### src/rtl/aq_vpu_group_pipe_ctrl.sv
// aq_vpu_group_pipe_ctrl: VPU group-0 issue-side pipeline sequencer.
// Tracks one instruction per stage EX1..EX5, drives sel/eu_sel/stall to the
// execution units, captures early-result flags and retires strictly in order
// through a single writeback port.
// Optional build macro: VPU_PIPE_PERF_CNT_EN adds three 32-bit perf counters.
module aq_vpu_group_pipe_ctrl #(
  parameter int EU_NUM = 10
) (
  input  logic              forever_cpuclk,
  input  logic              cpurst,
  input  logic              idu_vpu_issue_vld,
  input  logic [EU_NUM-1:0] idu_vpu_issue_eu_sel,
  output logic              vpu_idu_issue_rdy,
  input  logic              rtu_vpu_flush,
  output logic              vpu_group_0_xx_ex1_sel,
  output logic              vpu_group_0_xx_ex2_sel,
  output logic              vpu_group_0_xx_ex3_sel,
  output logic              vpu_group_0_xx_ex4_sel,
  output logic [EU_NUM-1:0] vpu_group_0_xx_ex1_eu_sel,
  output logic [EU_NUM-1:0] vpu_group_0_xx_ex2_eu_sel,
  output logic [EU_NUM-1:0] vpu_group_0_xx_ex3_eu_sel,
  output logic [EU_NUM-1:0] vpu_group_0_xx_ex4_eu_sel,
  output logic              vpu_group_0_xx_ex2_stall,
  output logic              vpu_group_0_xx_ex3_stall,
  output logic              vpu_group_0_xx_ex4_stall,
  output logic              vpu_group_0_xx_ex5_stall,
  input  logic              eu_vpu_ex2_result_ready_in_ex3,
  input  logic              eu_vpu_ex3_result_ready_in_ex4,
  output logic              vpu_wb_vld,
  output logic [2:0]        vpu_wb_stage,
  output logic [EU_NUM-1:0] vpu_wb_eu_sel,
  input  logic              wb_vpu_rdy
`ifdef VPU_PIPE_PERF_CNT_EN
  ,
  output logic [31:0]       perf_stall_cnt,
  output logic [31:0]       perf_early_ex3_cnt,
  output logic [31:0]       perf_early_ex4_cnt
`endif
);

  logic [5:1]        r_vld;
  logic [EU_NUM-1:0] r_eu_sel [1:5];
  logic              r_ex3_done;
  logic              r_ex4_done;

  // Only the oldest (highest valid) stage may present a result.
  logic w_wb_from5, w_wb_from4, w_wb_from3;
  logic w_wb_vld, w_wb_fire;
  logic w_fire5, w_fire4, w_fire3;
  logic w_stall5, w_stall4, w_stall3, w_stall2, w_hold1;
  logic w_issue_rdy, w_issue;
  logic w_mv1, w_mv2, w_mv3, w_mv4;

  assign w_wb_from5 = r_vld[5];
  assign w_wb_from4 = !r_vld[5] && r_vld[4] && r_ex4_done;
  assign w_wb_from3 = !r_vld[5] && !r_vld[4] && r_vld[3] && r_ex3_done;
  assign w_wb_vld   = !rtu_vpu_flush && (w_wb_from5 || w_wb_from4 || w_wb_from3);
  assign w_wb_fire  = w_wb_vld && wb_vpu_rdy;
  assign w_fire5    = w_wb_fire && w_wb_from5;
  assign w_fire4    = w_wb_fire && w_wb_from4;
  assign w_fire3    = w_wb_fire && w_wb_from3;

  // A stage stalls only when it is occupied, not retiring, and the next one stalls.
  assign w_stall5 = r_vld[5] && !w_wb_fire;
  assign w_stall4 = r_vld[4] && !w_fire4 && w_stall5;
  assign w_stall3 = r_vld[3] && !w_fire3 && w_stall4;
  assign w_stall2 = r_vld[2] && w_stall3;
  assign w_hold1  = r_vld[1] && w_stall2;

  assign w_issue_rdy = !w_hold1 && !rtu_vpu_flush;
  assign w_issue     = idu_vpu_issue_vld && w_issue_rdy;

  assign w_mv1 = r_vld[1] && !w_stall2;
  assign w_mv2 = r_vld[2] && !w_stall3;
  assign w_mv3 = r_vld[3] && !w_fire3 && !w_stall4;
  assign w_mv4 = r_vld[4] && !w_fire4 && !w_stall5;

  // Pipeline state: shift, retire, or hold per stage; flush wipes everything.
  always_ff @(posedge forever_cpuclk or posedge cpurst) begin
    if (cpurst) begin
      r_vld      <= '0;
      r_ex3_done <= 1'b0;
      r_ex4_done <= 1'b0;
      for (int i = 1; i <= 5; i++) r_eu_sel[i] <= '0;
    end else if (rtu_vpu_flush) begin
      r_vld      <= '0;
      r_ex3_done <= 1'b0;
      r_ex4_done <= 1'b0;
      for (int i = 1; i <= 5; i++) r_eu_sel[i] <= '0;
    end else begin
      if (w_issue) begin
        r_vld[1]    <= 1'b1;
        r_eu_sel[1] <= idu_vpu_issue_eu_sel;
      end else if (w_mv1) begin
        r_vld[1]    <= 1'b0;
        r_eu_sel[1] <= '0;
      end

      if (w_mv1) begin
        r_vld[2]    <= 1'b1;
        r_eu_sel[2] <= r_eu_sel[1];
      end else if (w_mv2) begin
        r_vld[2]    <= 1'b0;
        r_eu_sel[2] <= '0;
      end

      if (w_mv2) begin
        r_vld[3]    <= 1'b1;
        r_eu_sel[3] <= r_eu_sel[2];
        r_ex3_done  <= eu_vpu_ex2_result_ready_in_ex3;
      end else if (w_mv3 || w_fire3) begin
        r_vld[3]    <= 1'b0;
        r_eu_sel[3] <= '0;
        r_ex3_done  <= 1'b0;
      end

      if (w_mv3) begin
        r_vld[4]    <= 1'b1;
        r_eu_sel[4] <= r_eu_sel[3];
        r_ex4_done  <= r_ex3_done || eu_vpu_ex3_result_ready_in_ex4;
      end else if (w_mv4 || w_fire4) begin
        r_vld[4]    <= 1'b0;
        r_eu_sel[4] <= '0;
        r_ex4_done  <= 1'b0;
      end

      if (w_mv4) begin
        r_vld[5]    <= 1'b1;
        r_eu_sel[5] <= r_eu_sel[4];
      end else if (w_fire5) begin
        r_vld[5]    <= 1'b0;
        r_eu_sel[5] <= '0;
      end
    end
  end

  // Writeback source select; outputs read zero when nothing is retiring.
  always_comb begin
    vpu_wb_stage  = 3'b000;
    vpu_wb_eu_sel = '0;
    if (w_wb_vld) begin
      vpu_wb_stage = {w_wb_from5, w_wb_from4, w_wb_from3};
      if (w_wb_from5)      vpu_wb_eu_sel = r_eu_sel[5];
      else if (w_wb_from4) vpu_wb_eu_sel = r_eu_sel[4];
      else                 vpu_wb_eu_sel = r_eu_sel[3];
    end
  end

  assign vpu_wb_vld                = w_wb_vld;
  assign vpu_idu_issue_rdy         = w_issue_rdy;
  assign vpu_group_0_xx_ex1_sel    = r_vld[1];
  assign vpu_group_0_xx_ex2_sel    = r_vld[2];
  assign vpu_group_0_xx_ex3_sel    = r_vld[3];
  assign vpu_group_0_xx_ex4_sel    = r_vld[4];
  assign vpu_group_0_xx_ex1_eu_sel = r_eu_sel[1];
  assign vpu_group_0_xx_ex2_eu_sel = r_eu_sel[2];
  assign vpu_group_0_xx_ex3_eu_sel = r_eu_sel[3];
  assign vpu_group_0_xx_ex4_eu_sel = r_eu_sel[4];
  assign vpu_group_0_xx_ex2_stall  = w_stall2;
  assign vpu_group_0_xx_ex3_stall  = w_stall3;
  assign vpu_group_0_xx_ex4_stall  = w_stall4;
  assign vpu_group_0_xx_ex5_stall  = w_stall5;

`ifdef VPU_PIPE_PERF_CNT_EN
  // Free-running perf counters; wrap naturally at 2^32.
  always_ff @(posedge forever_cpuclk or posedge cpurst) begin
    if (cpurst) begin
      perf_stall_cnt     <= '0;
      perf_early_ex3_cnt <= '0;
      perf_early_ex4_cnt <= '0;
    end else begin
      if (w_hold1) perf_stall_cnt     <= perf_stall_cnt + 32'd1;
      if (w_fire3) perf_early_ex3_cnt <= perf_early_ex3_cnt + 32'd1;
      if (w_fire4) perf_early_ex4_cnt <= perf_early_ex4_cnt + 32'd1;
    end
  end
`endif

  // A non-one-hot target is still accepted unchanged; flag it here only.
  a_issue_onehot: assert property (@(posedge forever_cpuclk) disable iff (cpurst)
    w_issue |-> $onehot(idu_vpu_issue_eu_sel));

endmodule

### config.mk
export PLATFORM = sky130hd
export DESIGN_NAME = aq_vpu_group_pipe_ctrl
export DESIGN_NICKNAME = d
export VERILOG_FILES = /design/src/rtl/aq_vpu_group_pipe_ctrl.sv
export SDC_FILE = /design/constraint.sdc
export NUM_CORES = 1
export LEC_CHECK = 0
export BUFFER_PORTS_ARGS = -buffer_cell sky130_fd_sc_hd__buf_2
export CAP_MARGIN = 20
export CORE_MARGIN = 3
export CORE_UTILIZATION = 25
export CTS_CLUSTER_SIZE = 16
export DETAILED_ROUTE_END_ITERATION = 7
export PLACE_DENSITY = 0.53
export SYNTH_ARGS = -nofsm -noshare
export SYNTH_HDL_FRONTEND = slang
export SYNTH_SLANG_ARGS = --single-unit
### constraint.sdc
create_clock -name forever_cpuclk -period 2.36 [get_ports forever_cpuclk]
set_input_delay 0.472 -clock forever_cpuclk [delete_from_list [all_inputs] [get_ports forever_cpuclk]]
set_output_delay 0.472 -clock forever_cpuclk [all_outputs]
set_load 0.005 [all_outputs]
==> results of run 1 <==
[registers in the layout, summed over array words and instances (netlist names)]
name,cells
r_vld,5
vpu_group_0_xx_ex2_eu_sel,10
vpu_group_0_xx_ex3_eu_sel,10
r_ex4_done,1
vpu_group_0_xx_ex4_eu_sel,10
vpu_group_0_xx_ex1_eu_sel,10
r_eu_sel,10
r_ex3_done,1
[synth_stat cells (2+ instances only)]
cell type / instances
dfrtp_1: 57
buf_4: 43
a22o_1: 32
nand2_1: 24
nor2b_1: 14
clkbuf_1: 13
nor3_1: 13
and3_1: 12
a211oi_1: 11
buf_2: 11
nand2b_1: 11
a31oi_1: 10
o22ai_1: 10
nand4_1: 9
o211ai_1: 9
o311ai_1: 8
a21oi_1: 4
and2_1: 3
inv_1: 3
nand3b_1: 3
nor2_1: 3
a21o_1: 2
o21a_1: 2
or2_2: 2
[logic make-up after synthesis]
| family | after synthesis | share of synthesized area |
|---|---|---|
| buffers and inverters | 73 | 0.141 |
| AOI/OAI and AO/OA | 96 | 0.245 |
| and+or+nand+nor | 100 | 0.172 |
| DFF | 57 | 0.442 |
[final cells by class]
type,instances,share of cell area
Sequential cell,57,0.375
Multi-Input combinational cell,196,0.356
Timing Repair Buffer,92,0.134
Clock buffer,13,0.0710
Tap cell,168,0.0552
Inverter,5,0.00493
Clock inverter,2,0.00329
[power breakdown]
part           internal (mW)  switching, mW
Sequential              1.00         0.0360
Combinational         0.0771          0.116
Clock                  0.787          0.427
Total                   1.87          0.579
[layout by cell type (no fill, tap or decap), types with 2 or more instances in the layout]
cell and instances:
a31oi_1 10, o21a_1 2, or2_2 2, and3_1 12, clkbuf_8 3, clkbuf_16 9
and2_1 3, o311ai_1 8, inv_1 2, buf_4 11, a211oi_1 11, nor3_1 11
nand4_1 9, nand3b_1 3, nand2b_1 11, o211ai_1 9, dfrtp_1 56, o22ai_1 10
a21oi_1 4, buf_2 79, nor2_1 3, a22o_1 32, nor2b_1 14, nor3_2 2
nand2_1 24, inv_2 2
[routing by layer]
metal,up-vias,global-route usage,routed length [um]
li1,1245,-,-
met1,1260,0.181,4390
met2,98,0.199,4130
met3,10,0.0401,669
met4,0,0.0344,102
met5,-,0,0
[repair_timing]
item                       in CTS  in global routing
setup endpoints to repair       4                  5
resized for setup               2                  3
gates cloned                    0                  0
pin swaps                       0                  0
[how the worst max path moves through the flow]
stage                           from                           end
after floorplan               cpurst                   r_eu_sel[0]
after global placement    wb_vpu_rdy  vpu_group_0_xx_ex4_eu_sel[5]
after detailed placement  wb_vpu_rdy  vpu_group_0_xx_ex4_eu_sel[3]
after CTS                   r_vld[4]              vpu_wb_eu_sel[3]
after global routing        r_vld[4]              vpu_wb_eu_sel[2]
final                       r_vld[4]              vpu_wb_eu_sel[6]
==> results.yml, run 1 <==
final_layout:
  fillers: 1307
  stdcell_area_sq_um: 3800
  drive_above_1_share: 0.329
  seq_area_sq_um: 1430
  final_nets: 378
  fin_cells: 533
  multiInputGateArea_sq_um: 1360
  fin_util: 0.309
  syn_to_final_growth_pct: 17.9
  diodes: 0
logic_synthesis:
  synth_edf_count: 0
  yosys_warnings: 0
  ys_seq_area_frac: 0.442
  synth-async-reset-ratio: 1.00
  synthTopCellsByArea: "dfrtp_1 44%, buf_4 10%, a22o_1 8.7%"
  avgSynthCellArea_sq_um: 9.90
  synth_seq_cells: 57
  synthCells: 326
  syn_area_sq_um: 3230
  synth-main-ff-cell: "dfrtp_1"
  synth_top_area_frac: 0.442
  syn_nets: 343
  yosys.area.top_type: "dfrtp_1"
  ys_types: 41
placed_design:
  place_inst: 518
  place.port_buffers: 79
  gp_congestion: 0.766
  placed_cell_area_sq_um: 3510
  place_ws_ps: 259
  dp_hpwl_um: 6760
timing:
  tightest_slew_ps: 1020
  slew-limit-headroom: 0.319
  finClkSkew_ps: 5.51
  rsz0062_at_grt: "false"
  min_period_ps: 2230
  max_clock_freq_ghz: 0.449
  holdWs_ps: 193
  setup_slack_ps: 132
  fin_setup_tns_ps: 0
  setup_violations: 0
  finalCritPeriodShare: 0.944
  hold_violations: 0
  slew_viol_final: 0
global_route:
  grt_first_pass_wirelength_um: 14900
  overflow: 0
  antenna_found_initial: 0
  grt_use_total: 0.131
  grt_max_degree: 38
  grt_pass1_vias: 2525
floorplan:
  rows: 40
  die_h_um: 120
  dieArea_sq_um: 14300
  start_util: 0.262
  dieWidth_um: 120
  core_area_sq_um: 12300
  num_io_pins: 80
cts:
  cts_made_buffers: 9
  insertion_delay_ps: 330
  cts_tree: "yes"
  ctsHoldBuffers: 0
  clkTransAtPathRegs_ps: 50
  cts_buffer_depth: 2
  cts_setup_buffers: 0
  htreeDepth: 3
  cts.sinks: 57
  clock-root-buffer: "clkbuf_16"
critical_path:
  cp_slowest_cell: "dfrtp_2"
  crit_path_end_kind: "primary output"
  cp-start-kind: "flip-flop"
  ff2ff_setup_slack_ps: 440
  reg2reg_from: "r_vld[4]"
  crit_type: "flip-flop to primary output"
  arrival_ps: 1760
  r2r-end: "vpu_group_0_xx_ex4_eu_sel[3]"
  cpLargestDelayFamily: "flip-flops"
  path_cells: "nand3b_1 -> a21o_2 -> nor3_1 -> buf_2"
  cp.depth: 4
  slowest_delay_ps: 510
  worstPathMaxFanout: 15
  crit_required_ps: 1890
  path_buf_inv: 1
  ff2ff_path_depth: 3
drt:
  via_per_inst: 4.90
  wl_per_cell_um: 17.4
  drc: 0
  drt-total-wl_um: 9290
  dr.pass1.iters: 4
  initialDrtViolationCount: 265
  ant_nets: 0
  vias: 2613
pwr:
  irDropWorstVdd_uv: 349
  total_power_mw: 2.45
  powerDensity_nw_per_um2: 643
  leakage_nw: 1.83
run_status:
  status: "completed"
min_path:
  hold_path_class: "input port to async pin"
job:
  cap_viol_max_count: 0
Note: power is estimated with default switching activity, not from simulation.
==> inputs of run 2 (changes only) <==
Settings changed: PLACE_DENSITY 0.53 to 0.4.
==> results.yml, run 2 (synthesized netlist as in run 1, its figures left out) <==
drt:
  dr.pass1.iters: 4
  initialDrtViolationCount: 104
  vias: 2574
  wl_per_cell_um: 17.0
  drc: 0
  drt-total-wl_um: 9100
  ant_nets: 0
  via_per_inst: 4.81
floorplan:
  die_h_um: 120
  rows: 40
  dieArea_sq_um: 14300
  start_util: 0.262
  num_io_pins: 80
  core_area_sq_um: 12300
  dieWidth_um: 120
critical_path:
  crit_path_end_kind: "primary output"
  worstPathMaxFanout: 14
  reg2reg_from: "r_vld[5]"
  ff2ff_setup_slack_ps: 510
  crit_required_ps: 1890
  crit_type: "flip-flop to primary output"
  critPathLaunch: "r_vld[4]"
  ff2ff_path_depth: 4
  crit_end: "vpu_wb_eu_sel[7]"
  arrival_ps: 1740
  cp-start-kind: "flip-flop"
  r2r-end: "r_eu_sel[7]"
job:
  cap_viol_max_count: 0
pwr:
  leakage_nw: 1.84
  irDropWorstVdd_uv: 356
  powerDensity_nw_per_um2: 659
timing:
  finClkSkew_ps: 6.91
  fin_setup_tns_ps: 0
  slew-limit-headroom: 0.615
  setup_violations: 0
  hold_violations: 0
  max_clock_freq_ghz: 0.452
  min_period_ps: 2210
  slew_viol_final: 0
  holdWs_ps: 180
  rsz0062_at_grt: "false"
  finalCritPeriodShare: 0.938
  tightest_slew_ps: 577
global_route:
  grt_first_pass_wirelength_um: 15000
  grt_use_total: 0.130
  grt_max_degree: 27
  grt_pass1_vias: 2560
  antenna_found_initial: 0
  overflow: 0
cts:
  cts_buffer_depth: 2
  cts_made_buffers: 9
  cts.sinks: 57
  clock-root-buffer: "clkbuf_16"
  insertion_delay_ps: 320
  clkTransAtPathRegs_ps: 50
  cts_tree: "yes"
  htreeDepth: 3
  cts_setup_buffers: 0
placed_design:
  dp_hpwl_um: 6730
  place_inst: 520
  place.port_buffers: 79
  gp_congestion: 0.742
  placed_cell_area_sq_um: 3510
final_layout:
  fin_cells: 535
  syn_to_final_growth_pct: 18.2
  mostFrequentLayoutCells: "79 x buf_2, 56 x dfrtp_1, 32 x a22o_1"
  fin_util: 0.310
  final_nets: 380
  drive_above_1_share: 0.332
  diodes: 0
  stdcell_area_sq_um: 3810
  fillers: 1343
  final_common_cell: "buf_2"
min_path:
  hold_path_class: "input port to async pin"
run_status:
  status: "completed"
==> run 2: worst max-delay path, cell delays in order (launching register included) <==
cell	delay [ps]
dfrtp_2	480
nand3b_1	220
a21o_2	310
nor3_1	250
buf_2	160
==> run 2: timing repair <==
action                                  CTS  global route
endpoints found under the hold margin     0             0
gates resized for setup                   0             4
hold buffers                              0             0
endpoints found under the setup margin    0            12
==> run 2: cell type report <==
type | count | area [sq um] | share of cell area
sequential | 57 | 1430 | 0.374
multi-input combinational | 196 | 1350 | 0.355
timing repair buffer | 94 | 508 | 0.133
clock buffer | 12 | 256 | 0.0672
tap | 168 | 210 | 0.0551
clock inverter | 3 | 40.0 | 0.0105
inverter | 5 | 18.8 | 0.00492
==> run 2: metrics by stage <==
| step | setup slack, ps | power [mW] |
|---|---|---|
| finish | 146 | 2.51 |
| global route | 26.4 | 2.61 |
| CTS | 21.6 | 2.55 |
| detailed placement | 371 | 1.25 |
| global placement | 332 | 1.25 |
| floorplan | 488 | 1.19 |
==> run 2: worst min-delay path by stage <==
stage | from | to | cells past startpoint | slack [ps]
after floorplan | r_eu_sel[8] | r_eu_sel[8] | 1 | 470
after global placement | r_eu_sel[7] | r_eu_sel[7] | 1 | 490
after detailed placement | r_eu_sel[4] | r_eu_sel[4] | 1 | 490
after CTS | cpurst | r_eu_sel[3] | 2 | 200
after global routing | cpurst | r_eu_sel[3] | 2 | 230
final | cpurst | r_eu_sel[3] | 2 | 180
==> run 2: power by group <==
group	switching [mW]	internal (mW)	total [mW]
sequential	0.0349	1.00	1.04
combinational	0.112	0.0758	0.188
clock	0.424	0.864	1.29
==> run 2: metal layers <==
layer,vias to the layer above,part of all wire,GRT usage
met4,0,0.0074,0.0279
met1,1244,0.49,0.184
met3,6,0.053,0.0353
met5,-,0,0
met2,71,0.45,0.199
li1,1253,-,-
==> inputs of run 3 (changes only) <==
Settings changed: ABC_AREA from default to 1, CORE_MARGIN 3 to 4, TNS_END_PERCENT from default to 50.
==> results.yml, run 3 <==
placed_design:
  gp_congestion: 0.780
  place.port_buffers: 79
  place_ws_ps: 143
  placed_cell_area_sq_um: 3250
  place_inst: 543
  dp_hpwl_um: 5840
min_path:
  hold_path_class: "input port to async pin"
final_layout:
  final_nets: 428
  fin_cells: 559
  final_common_cell: "nand2_1"
  mostFrequentLayoutCells: "89 x nand2_1, 79 x buf_2, 55 x dfrtp_1"
  drive_above_1_share: 0.288
  fin_util: 0.313
  stdcell_area_sq_um: 3610
  fillers: 1232
  diodes: 0
  syn_to_final_growth_pct: 22.1
pwr:
  irDropWorstVdd_uv: 261
  leakage_nw: 1.90
  switching_share: 0.211
  powerDensity_nw_per_um2: 743
  p_seq_frac: 0.380
  combPwrFrac: 0.063
  clkPwrFrac: 0.557
  switchingPower_mw: 0.566
  intPower_mw: 2.12
  total_power_mw: 2.68
floorplan:
  dieWidth_um: 117
  dieArea_sq_um: 13600
  num_io_pins: 80
  rows: 39
  core_area_sq_um: 11500
  die_h_um: 117
  start_util: 0.257
job:
  cap_viol_max_count: 0
cts:
  clock-root-buffer: "clkbuf_16"
  clkTransAtPathRegs_ps: 50
  htreeDepth: 3
  cts_setup_buffers: 0
  ctsHoldBuffers: 0
  cts_tree: "yes"
  insertion_delay_ps: 320
  cts_made_buffers: 9
  cts.sinks: 57
  cts_buffer_depth: 2
global_route:
  grt_use_total: 0.122
  overflow: 0
  antenna_found_initial: 0
  grt_pass1_vias: 2358
  grt_max_degree: 35
  grt_first_pass_wirelength_um: 12900
drt:
  drc: 0
  initialDrtViolationCount: 179
  drt-total-wl_um: 7980
  dr.pass1.iters: 4
  wl_per_cell_um: 14.3
  vias: 2403
  ant_nets: 0
  via_per_inst: 4.30
critical_path:
  slowest_delay_ps: 480
  crit_type: "flip-flop to primary output"
  cp_slowest_cell: "dfrtp_2"
  worstPathMaxFanout: 12
  path_cells: "nor2_1 -> nand3_1 -> inv_1 -> o31ai_2 -> buf_4 -> a21oi_1 -> buf_2"
  crit_path_end_kind: "primary output"
  cp-start-kind: "flip-flop"
  arrival_ps: 1710
  crit_required_ps: 1890
logic_synthesis:
  synth.most_common_cell: "nand2_1"
  synthCells: 366
  avgSynthCellArea_sq_um: 8.07
  synth_top_area_frac: 0.483
  yosys.area.top_type: "dfrtp_1"
  synth-main-ff-cell: "dfrtp_1"
  synth_seq_cells: 57
  syn_area_sq_um: 2960
  ys_seq_area_frac: 0.483
  ys_types: 25
  synth_edf_count: 0
  synthTopCellsByArea: "dfrtp_1 48%, nand2_1 11%, buf_4 11%"
  yosys_warnings: 0
  synth_common_cells: "90 x nand2_1, 57 x dfrtp_1, 45 x nand3_1"
  synth-async-reset-ratio: 1.00
  syn_nets: 383
run_status:
  status: "completed"
timing:
  min_period_ps: 2190
  fin_setup_tns_ps: 0
  setup_slack_ps: 173
  holdWs_ps: 190
  tightest_slew_ps: 809
  finClkSkew_ps: 8.53
  max_clock_freq_ghz: 0.457
  slew_viol_final: 0
  setup_violations: 0
  finalCritPeriodShare: 0.927
  slew-limit-headroom: 0.459
  hold_violations: 0
  rsz0062_at_grt: "false"
## run 3: what timing repair did
item	CTS	global route
endpoints found under the hold margin	0	0
pin swaps	0	0
resized for setup	1	3
setup endpoints to repair	1	12
## run 3: final timing paths
| check | slack, ps | depth (start not counted) | startpoint | endpoint |
|---|---|---|---|---|
| worst max-delay path | 170 | 7 | r_vld[4] | vpu_wb_eu_sel[7] |
| worst min-delay path | 190 | 2 | cpurst | vpu_group_0_xx_ex2_eu_sel[5] |
| worst max register to register | 460 | 7 | r_vld[5] | r_ex4_done |
| worst min register to register | 500 | 2 | vpu_group_0_xx_ex2_eu_sel[8] | vpu_group_0_xx_ex3_eu_sel[8] |
| max in group asynchronous | 1580 | 3 | cpurst | r_vld[4] |
| min in group forever_cpuclk | 370 | 3 | eu_vpu_ex2_result_ready_in_ex3 | r_ex3_done |
## run 3: final cells by class
cell class,instances,area (sq um),area share
clock buffer,11,243,0.0673
clock inverter,5,103,0.0284
inverter,36,135,0.0375
multi-input combinational,215,1010,0.281
sequential,57,1430,0.396
tap,143,179,0.0496
timing repair buffer,92,505,0.140
## run 3: kinds of logic (layout without fill, tap and decap cells)
group,Yosys count,after routing,share of synthesized area
and+or+nand+nor,164,164,0.242
buffers and inverters,94,144,0.177
DFF,57,57,0.483
AOI/OAI and AO/OA,51,51,0.0991
## run 3: power by group through the flow
stage / combinational, mW / sequential (mW) / clock (mW)
final: 0.168 / 1.02 / 1.49
after global routing: 0.193 / 1.02 / 1.57
after floorplan: 0.117 / 1.03 / 0
after detailed placement: 0.172 / 1.04 / 0
after global placement: 0.172 / 1.04 / 0
after CTS: 0.173 / 1.02 / 1.53
## run 3: metal layers
metal,vias up,wire length (um),track usage
li1,1222,-,-
met1,1093,3710,0.165
met2,81,3600,0.188
met3,7,600,0.0440
met4,0,76,0.0275
met5,-,0,0
## run 3: worst max-delay path: cells and delay by family, from the launching register on
family / cells / cell delay, ps
buf+inv: 3 / 420
flops: 1 / 480
simple gates: 2 / 340
compound gates: 2 / 170
